==> config.mk <==
export PLATFORM = sky130hd
export DESIGN_NAME = uart_rx_core
export DESIGN_NICKNAME = d
export VERILOG_FILES = /design/src/rtl/uart_rx_core.sv
export SDC_FILE = /design/constraint.sdc
export NUM_CORES = 1
export LEC_CHECK = 0
export ABC_AREA = 1
export BUFFER_PORTS_ARGS = -buffer_cell sky130_fd_sc_hd__buf_2
export CORE_ASPECT_RATIO = 0.6
export CORE_MARGIN = 4
export CORE_UTILIZATION = 55
export CTS_BUF_LIST = sky130_fd_sc_hd__clkbuf_8
export CTS_CLUSTER_SIZE = 25
export DETAILED_ROUTE_END_ITERATION = 10
export PLACE_DENSITY = 0.83
export SYNTH_ARGS = -nofsm -noshare
export SYNTH_HDL_FRONTEND = slang
export SYNTH_SLANG_ARGS = --single-unit
==> constraint.sdc <==
create_clock -name i_clk -period 2.4 [get_ports i_clk]
set_input_delay 0.12 -clock i_clk [delete_from_list [all_inputs] [get_ports i_clk]]
set_output_delay 0.12 -clock i_clk [all_outputs]
set_load 0.02 [all_outputs]
==> src/rtl/uart_rx_core.sv <==
// uart_rx_core: oversampling UART receiver with mid-bit sampling, parity/stop checks and a one-entry valid/ready holding register
module uart_rx_core #(
    parameter int DIV_W = 16
) (
    input  logic             i_clk,
    input  logic             i_rst,
    input  logic [DIV_W-1:0] i_divisor,
    input  logic             i_parity_en,
    input  logic             i_parity_odd,
    input  logic             i_rx,
    output logic             o_m_valid,
    input  logic             i_m_ready,
    output logic [7:0]       o_m_data,
    output logic             o_frame_err,
    output logic             o_parity_err,
    output logic             o_overrun,
    output logic             o_rts_n,
    output logic             o_busy
);
    typedef enum logic [2:0] {IDLE, START, DATA, PARITY, STOP} state_t;
    state_t           r_state, w_state_nxt;
    logic             r_sync, r_rx_s, r_rx_p;
    logic [DIV_W-1:0] r_cnt, r_div_l, w_div_eff;
    logic [2:0]       r_bit;
    logic [7:0]       r_shift, r_m_data;
    logic             r_pen, r_podd, r_perr, r_m_valid, r_frame_err, r_parity_err, r_overrun, r_rts_n;
    logic             w_start, w_sample, w_stop, w_deliver, w_load, w_valid_nxt;

    always_comb begin
        w_div_eff   = (i_divisor < DIV_W'(4)) ? DIV_W'(4) : i_divisor;
        w_start     = (r_state == IDLE) && r_rx_p && !r_rx_s;
        w_sample    = (r_state != IDLE) && (r_cnt == '0);
        w_stop      = w_sample && (r_state == STOP);
        w_deliver   = w_stop && r_rx_s && !r_perr;
        w_load      = w_deliver && (!r_m_valid || i_m_ready);
        w_valid_nxt = w_load || (r_m_valid && !i_m_ready);
        w_state_nxt = r_state;
        case (r_state)
            IDLE:    w_state_nxt = w_start ? START : IDLE;
            START:   if (w_sample) w_state_nxt = r_rx_s ? IDLE : DATA;
            DATA:    if (w_sample && r_bit == 3'd7) w_state_nxt = r_pen ? PARITY : STOP;
            PARITY:  if (w_sample) w_state_nxt = STOP;
            STOP:    if (w_sample) w_state_nxt = IDLE;
            default: w_state_nxt = IDLE;
        endcase
    end

    always_ff @(posedge i_clk) begin
        if (i_rst) r_state <= IDLE;
        else       r_state <= w_state_nxt;
    end

    always_ff @(posedge i_clk) begin
        if (i_rst) begin
            {r_sync, r_rx_s, r_rx_p} <= 3'b111;
            r_cnt        <= '0;
            r_div_l      <= '0;
            r_bit        <= '0;
            r_shift      <= '0;
            r_pen        <= 1'b0;
            r_podd       <= 1'b0;
            r_perr       <= 1'b0;
            r_m_data     <= '0;
            r_m_valid    <= 1'b0;
            r_rts_n      <= 1'b0;
            r_frame_err  <= 1'b0;
            r_parity_err <= 1'b0;
            r_overrun    <= 1'b0;
        end else begin
            {r_sync, r_rx_s, r_rx_p} <= {i_rx, r_sync, r_rx_s};
            // frame settings are frozen at start detection
            if (w_start) begin
                r_div_l <= w_div_eff;
                r_cnt   <= (w_div_eff >> 1) - DIV_W'(1);
                r_pen   <= i_parity_en;
                r_podd  <= i_parity_odd;
                r_perr  <= 1'b0;
                r_bit   <= '0;
            end else if (r_state != IDLE) begin
                r_cnt <= w_sample ? r_div_l - DIV_W'(1) : r_cnt - DIV_W'(1);
            end
            if (r_state == DATA && w_sample) begin
                r_shift <= {r_rx_s, r_shift[7:1]};
                r_bit   <= r_bit + 3'd1;
            end
            if (r_state == PARITY && w_sample && (r_rx_s != (^r_shift ^ r_podd))) r_perr <= 1'b1;
            if (w_load) r_m_data <= r_shift;
            r_m_valid    <= w_valid_nxt;
            r_rts_n      <= w_valid_nxt;
            r_frame_err  <= w_stop && !r_rx_s;
            r_parity_err <= w_stop && r_rx_s && r_perr;
            r_overrun    <= w_deliver && !w_load;
        end
    end

    assign o_m_valid    = r_m_valid;
    assign o_m_data     = r_m_data;
    assign o_frame_err  = r_frame_err;
    assign o_parity_err = r_parity_err;
    assign o_overrun    = r_overrun;
    assign o_rts_n      = r_rts_n;
    assign o_busy       = (r_state != IDLE);
endmodule
# Yosys cells after proc, flatten, opt, wreduce, memory -nomap -nowiden
# Cells that the tools add are included.
totals:
  input_bits: 22
  mem_bits_ro: 0
  n_memories: 0
  mem_bits_rw: 0
  ff_bits: 64
  latch_bits: 0
op_classes:
  reduce_logical: 30
  bitwise: 1
  mul: 0
  magnitude_cmp: 1
  n_eq_ne: 10
  shifts: 0
  n_mux: 16
  n_addsub: 4
  div: 0
op_table:
  columns: ["op", "count"]
  rows:
  - ["16-bit 2-to-1 mux", 4]
  - ["16-bit by 1-bit subtractor with 16-bit output (second input constant)", 2]
  - ["3-bit 2-to-1 mux", 7]
  - ["16-bit logical NOT", 1]
  - ["16-bit by 3-bit less-than comparator with 1-bit output (second input constant)", 1]
  - ["15-bit by 1-bit subtractor with 16-bit output (second input constant)", 1]
  - ["1-bit logical AND", 15]
  - ["3-bit case mux with 5 select lines", 1]
  - ["2-bit != test (second input constant)", 4]
  - ["8-bit parity", 1]
  - ["3-bit by 2-bit == test with 1-bit output (second input constant)", 2]
  - ["3-bit == test (second input constant)", 2]
  - ["2-bit nonzero test", 3]
  - ["1-bit logical NOT", 5]
  - ["4-bit AND reduction", 1]
  - ["3-bit by 1-bit adder with 3-bit output (second input constant)", 1]
  - ["3-bit by 1-bit == test with 1-bit output (second input constant)", 1]
  - ["3-bit logical NOT", 1]
  - ["1-bit 2-to-1 mux", 3]
  - ["3-bit nonzero test", 1]
  - ["1-bit logical OR", 2]
  - ["2-bit 2-to-1 mux", 1]
  - ["1-bit != test", 1]
  - ["1-bit XOR", 1]

# Longest topological paths before layout
# Gate-level depths: netlist of the first run.
depth:
  depth_word: 8
  ltp_mapped: 19
  mapped_depth_nobuf: 19

# Least setup slack after synthesis of the first run
# OpenSTA, ideal clock, no wires.
synth_path:
  path_kind: "register -> register"
  startpoint: "register r_cnt[2]"
  endpoint: "register r_cnt[12]"
  arrival_time_ns: 1.995
  slack_ns: 0.296
  path_stages_with_launch: 20
  path_buffers: 0
  synth_period_minus_slack_ns: 2.104
  setup_ns: 0.109
  cell_sequence: "dfxtp_1 > nor2_2 > nand2_2 > nor2_8 > nand3_4 > inv_2 > nand2_1 > nand3_1 > nand2_1 > inv_2 > ha_1 > nand3_1 > nor2_2 > inv_2 > nor2_4 > nand2_1 > nand2_1 > nand3_1 > nand2_1 > inv_1"
synth_via:
  elab_chain_len: 5
  word_cells_on_any_way: 6
  classes_between: "add/sub: 1; mux: 3; reduce/logical: 2"
synth_rtl:
  columns: ["item", "line", "text"]
  rows:
  - ["from (decl)", "23", "logic [DIV_W-1:0] r_cnt, r_div_l, w_div_eff;"]
  - ["from (signal assigned)", "74", "r_cnt <= (w_div_eff >> 1) - DIV_W'(1);"]
  - ["from (signal assigned)", "80", "r_cnt <= w_sample ? r_div_l - DIV_W'(1) : r_cnt - DIV_W'(1);"]
  - ["branches (longest 2 deep; another with 16-bit by 1-bit subtractor with 16-bit output)", null, null]
  - ["16-bit 2-to-1 mux *", "80", null]
  - ["16-bit 2-to-1 mux *", "79", "end else if (r_state != IDLE) begin"]
  - ["16-bit 2-to-1 mux *", "72", "if (w_start) begin"]
# Every way passes the cells marked *. The select of a mux whose other input is x is not followed.
# A chain may end at the register's enable or synchronous reset.

# Worst setup path in the final report of the first run
layout_path:
  startpoint: "register r_cnt[3]"
  endpoint: "register r_cnt[4]"
# The elaborated chain is that of the path after synthesis.

==> impl_metrics.ini, run 1 <==
[status]
status = finished, final reports clean

[clock_tree]
cts_buffer_depth = 2
htree_num_levels = 3
clock_latency_ps = 350
cts_buffers = 9
cts_sinks = 64
clkSlewWorstSetupHoldPaths_ps = 80
cts_tree = yes
ctsRootBufferMaster = clkbuf_8

[sta]
finalCriticalPeriod_ps = 2370
max_freq_mhz = 422
skew_ps = 8.98
max_slew_margin_pct = 63.3
slew_violations = 0
whs_ps = 65.1
tightest_slew_ps = 550
finalHoldViolations = 0
finalSetupTns_ps = 0
setup_viol_count_final = 0
period_share_pct = 98.7

[worst_setup_path]
reg2regPathDepth = 16
r2r-end = r_cnt[4]
r2r_slack_ps = 30
end_kind = register
criticalPathCategory = reg2reg
crit_required_ps = 2640
arrival_ps = 2610
worstReg2RegStart = r_cnt[3]
critPathLaunchType = register
startpoint = r_cnt[3]
crit_fanout = 12

[logic_synthesis]
ys_top_cells_by_count = nand2_1 (97), inv_1 (67), dfxtp_1 (64), nor2_1 (46), a21oi_1 (42)
avgSynthCellArea_um2 = 7.03
syn_area_um2 = 3590
synth_top_area_share_pct = 35.7
synth_seq_area_share_pct = 35.7
async_flop_share_pct = 0
synthTopCellsByArea = dfxtp_1 (36%), nand2_1 (10%), inv_1 (7.0%)
synthCells = 511
ys_types = 38
synth_nets = 536
yosysWarnings = 0
synth.most_common_cell = nand2_1
synth-edff-count = 0
synth_seq_cells = 64
synth_largest_area_cell = dfxtp_1
ys.flop_type = dfxtp_1

[drt]
num_vias = 3660
ant_nets = 0
viasPerCell = 5.60
drt_iter0_drc = 447
drtPass1Iterations = 5
routed_wl_mm = 10.4
wl_per_cell_um = 16.0
remaining_drc_errors = 0

[finish]
drive_gt1_share_pct = 27.4
nNetsFinal = 589
area_growth_pct = 19.9
design_area_um2 = 4310
antenna_cells = 0
n_fill_cell = 532

[global_route]
grt_max_degree = 42
grt_pass1_wl_mm = 16.5
grt_pass1_vias = 3239
antenna_found_initial = 0
overflow = 0
grtUsageTotal_pct = 26.4

[floorplan]
fp.dieW_um = 112
rows = 22
die_y_um = 70.6
start_util_pct = 57.8
pin_count = 36
coreArea_um2 = 6220
dieArea_um2 = 7930

[placed_design]
port_buffers = 35
gp_congestion = 1.04
dpl_cell_area_um2 = 3900
place_hpwl_mm = 7.48

[min_path]
min_to = r_div_l[15]
min_path_type = in2reg
min_path_cells = 3
hp-start = i_divisor[15]

[flow_run]
maxCapViolCount = 0

[power_and_ir_drop]
peakVddDrop_mv = 0.647
p_leak_uw = 0.00201
fin_total_pwr_uw = 6260
power_density_nw_per_um2 = 1450
-- stage by stage --
stage          instances  util (%)  setup WS, ps
6_report             653      69.2          31.7
5_1_grt              653      69.2          -131
4_1_cts              645      66.7          31.1
3_5_place_dp         627      62.7          18.7
3_3_place_gp         627      62.7           176
2_1_floorplan        511         -           296
-- power breakdown --
group | total (uW) | switching [uW] | internal [uW]
Clock | 1070 | 476 | 595
Combinational | 3740 | 2510 | 1230
Sequential | 1440 | 178 | 1270
-- metal layers --
metal	GRT usage (%)	wire length [um]	vias to the layer above
li1	-	-	1744
met1	39.3	4710	1659
met2	36.0	4150	224
met3	10.0	1370	33
met4	5.33	214	0
met5	0	0	-
-- registers in the layout (all words and copies together), names as in the netlist --
| signal | flops |
|---|---|
| o_frame_err | 1 |
| o_m_data | 8 |
| o_overrun | 1 |
| o_parity_err | 1 |
| o_rts_n | 1 |
| r_bit | 3 |
| r_cnt | 16 |
| r_div_l | 16 |
| r_pen | 1 |
| r_perr | 1 |
| r_podd | 1 |
| r_rx_p | 1 |
| r_rx_s | 1 |
| r_shift | 8 |
| r_state | 3 |
| r_sync | 1 |
-- cell usage in the layout, fill, tap and decap left out, types with 4 or more instances in the layout --
cell type  count
xnor2_1        4
o21ai_0       27
inv_1         66
nand2_2       13
nor2_2        10
a211oi_1      11
buf_4         23
a21oi_1       42
clkbuf_8       9
xor2_1         5
nand4_1        4
nand3_2       12
dfxtp_1       57
nor3_1         4
inv_2          7
nand3_1       37
buf_2         35
nor2_4        15
dfxtp_2        7
nand2_1       94
nand2_4        5
nor2_1        43
-- timing repair --
item / in CTS / in global routing
pin swaps: 0 / 9
gates resized for setup: 1 / 30
endpoints found under the hold margin: 2 / 0
setup buffers: 0 / 8
hold buffers: 2 / 0
setup endpoints to repair: 1 / 12
-- kinds of logic after synthesis --
family | Yosys count | synth area share, %
fa+ha+maj | 3 | 1.04
flops | 64 | 35.7
xor+xnor | 9 | 2.19
compound gates | 93 | 14.4
simple gates | 248 | 35.9
buf+inv | 94 | 10.9
-- how the worst max path moves through the flow --
stage | to | depth (start not counted)
floorplan | r_cnt[12] | 19
global placement | r_cnt[12] | 18
detailed placement | r_cnt[14] | 17
CTS | r_cnt[14] | 17
global route | r_cnt[12] | 19
finish | r_cnt[4] | 16
-- worst max-delay path, cell delays in order (launching register included) --
cell and delay (ps):
dfxtp_1 330, nor2_2 180, nand2_2 110, nor2_8 140, nand3_4 110, buf_12 160
nand2_1 80, nand3_1 140, nand2_2 130, inv_2 60, ha_2 180, nand3_2 100
nor2_4 60, buf_4 140, xor2_1 140, o21ai_0 140, inv_1 50
-- final cells by class --
type | instances | area, um^2 | area share, %
multi-input combinational | 353 | 2000 | 46.4
tap | 84 | 105 | 2.44
inverter | 74 | 280 | 6.51
sequential | 64 | 1290 | 29.9
clock inverter | 7 | 103 | 2.38
timing repair buffer | 62 | 408 | 9.47
clock buffer | 9 | 124 | 2.88
Power figures use the tool's default switching activity.
==> run 2: changes to the inputs <==
- ABC_CLOCK_PERIOD_IN_PS: unset -> 2400
- CORE_UTILIZATION: 55 -> 40
- PLACE_DENSITY: 0.83 -> 0.58
==> impl_metrics.ini, run 2 (synthesis results as in run 1) <==
[status]
status = finished, final reports clean

[placed_design]
gp_congestion = 1.02
dp_slack_ps = -0.716
place_hpwl_mm = 7.47
dpl_cell_area_um2 = 3960
port_buffers = 35

[worst_setup_path]
arrival_ps = 2570
criticalPathCategory = reg2reg
path_buf_inv = 4
reg2regPathDepth = 17
crit_family = simple AND/OR/NAND/NOR gates
cpPeakStageDelay_ps = 340
worstPathCellList = nor2_2 > nand2_1 > nor2_2 > nand3_4 > inv_4 > nand2_1 > nand3_1 > nand2_1 > inv_2 > ha_2 > nand3_2 > nor2_4 > inv_2 > o21ai_1 > nand3_2 > nand2_1 > inv_1
slowest_stage = dfxtp_2
crit_required_ps = 2650
crit_path_frequent_cell = nand2_1
critPathLaunchType = register
worstReg2RegStart = r_cnt[13]
end_kind = register
crit_fanout = 4
r2r-end = r_cnt[8]
r2r_slack_ps = 70

[global_route]
overflow = 0
grt_max_degree = 42
grt_pass1_vias = 2971
grt_pass1_wl_mm = 16.1
grtUsageTotal_pct = 19.9
antenna_found_initial = 0

[clock_tree]
htree_num_levels = 3
clkSlewWorstSetupHoldPaths_ps = 70
cts_tree = yes
cts_buffers = 9
cts_buffer_depth = 2
ctsRootBufferMaster = clkbuf_8
cts_sinks = 64
clock_latency_ps = 350

[sta]
skew_ps = 6.36
setup_viol_count_final = 0
rsz0062_at_grt = yes
finalHoldViolations = 0
slew_violations = 0
finalCriticalPeriod_ps = 2330
max_freq_mhz = 430
period_share_pct = 96.9
max_slew_margin_pct = 65.4
final.setup.worst_slack_ps = 74.7
tightest_slew_ps = 513

[floorplan]
die_y_um = 81.4
start_util_pct = 41.7
coreArea_um2 = 8620
dieArea_um2 = 10600
rows = 26
pin_count = 36
fp.dieW_um = 130

[finish]
drive_gt1_share_pct = 26.1
design_area_um2 = 4290
nNetsFinal = 591
fin_util_pct = 49.7
reg_top3 = r_cnt x16, r_div_l x16
mostFrequentLayoutCells = nand2_1 (97), inv_1 (68), dfxtp_1 (62), nor2_1 (42), a21oi_1 (42)
antenna_cells = 0
area_growth_pct = 19.3
final_common_cell = nand2_1

[power_and_ir_drop]
peakVddDrop_mv = 0.708
p_leak_uw = 0.00201
power_density_nw_per_um2 = 1410

[drt]
drtPass1Iterations = 5
drt_iter0_drc = 329
remaining_drc_errors = 0
num_vias = 3367
viasPerCell = 4.94
routed_wl_mm = 10.1
ant_nets = 0
wl_per_cell_um = 14.7

[min_path]
min_path_cells = 3
hp-start = i_parity_odd
min_to = r_podd
min_path_type = in2reg

[flow_run]
maxCapViolCount = 0
[run 2: worst max-delay path by stage]
stage / from / to / slack [ps] / depth (start not counted)
final: r_cnt[13] / r_cnt[8] / 70 / 17
after CTS: r_cnt[6] / r_cnt[8] / 30 / 16
after floorplan: r_cnt[2] / r_cnt[12] / 300 / 19
after global placement: r_cnt[12] / r_cnt[8] / 50 / 16
after global routing: r_cnt[10] / r_cnt[12] / -70 / 19
after detailed placement: r_cnt[6] / r_cnt[8] / -0.7 / 16
[run 2: final cells by class]
cell class                 instances  area (um^2)
tap                              112          140
timing repair buffer              64          410
fill                             873         4340
sequential                        64         1280
clock buffer                      12          165
multi-input combinational        353         1960
inverter                          74          280
clock inverter                     3         41.3
[run 2: timing repair]
action / 4_1_cts / 5_1_grt
hold buffers: 1 / 0
gates resized for setup: 1 / 17
hold endpoints to repair: 1 / 0
setup endpoints to repair: 1 / 12
buffers inserted: 0 / 6
pin swaps: 0 / 9
[run 2: where the power goes]
group | internal, uW | switching [uW] | total, uW | leakage [uW]
combinational | 1230 | 2420 | 3650 | 0.00138
clock | 556 | 422 | 977 | 0.000106
sequential | 1260 | 154 | 1410 | 0.000522
total | 3040 | 3000 | 6040 | 0.00201
[run 2: tightest hold or removal path, cell delays in order]
cell    delay, ps
buf_2          80
nor2_1         40
nor2_1         90
[run 2: stage by stage]
stage / std cells / power, uW / setup TNS, ps / hold WS [ps]
after CTS: 676 / 5760 / 0 / 3.48
after detailed placement: 660 / 4740 / -0.716 / 316
after floorplan: 511 / 3920 / 0 / 224
final: 682 / 6040 / 0 / 11.9
after global placement: 660 / 4760 / 0 / 311
after global routing: 682 / 6490 / -181 / 34.2
[run 2: routing by layer]
metal | track usage (%) | wire, um | vias to the layer above | part of all wire [%]
met3 | 8.58 | 939 | 16 | 9.3
met5 | 0 | 0 | - | 0
met1 | 31.2 | 5410 | 1472 | 54
met2 | 24.0 | 3580 | 127 | 36
li1 | - | - | 1752 | -
met4 | 4.31 | 129 | 0 | 1.3
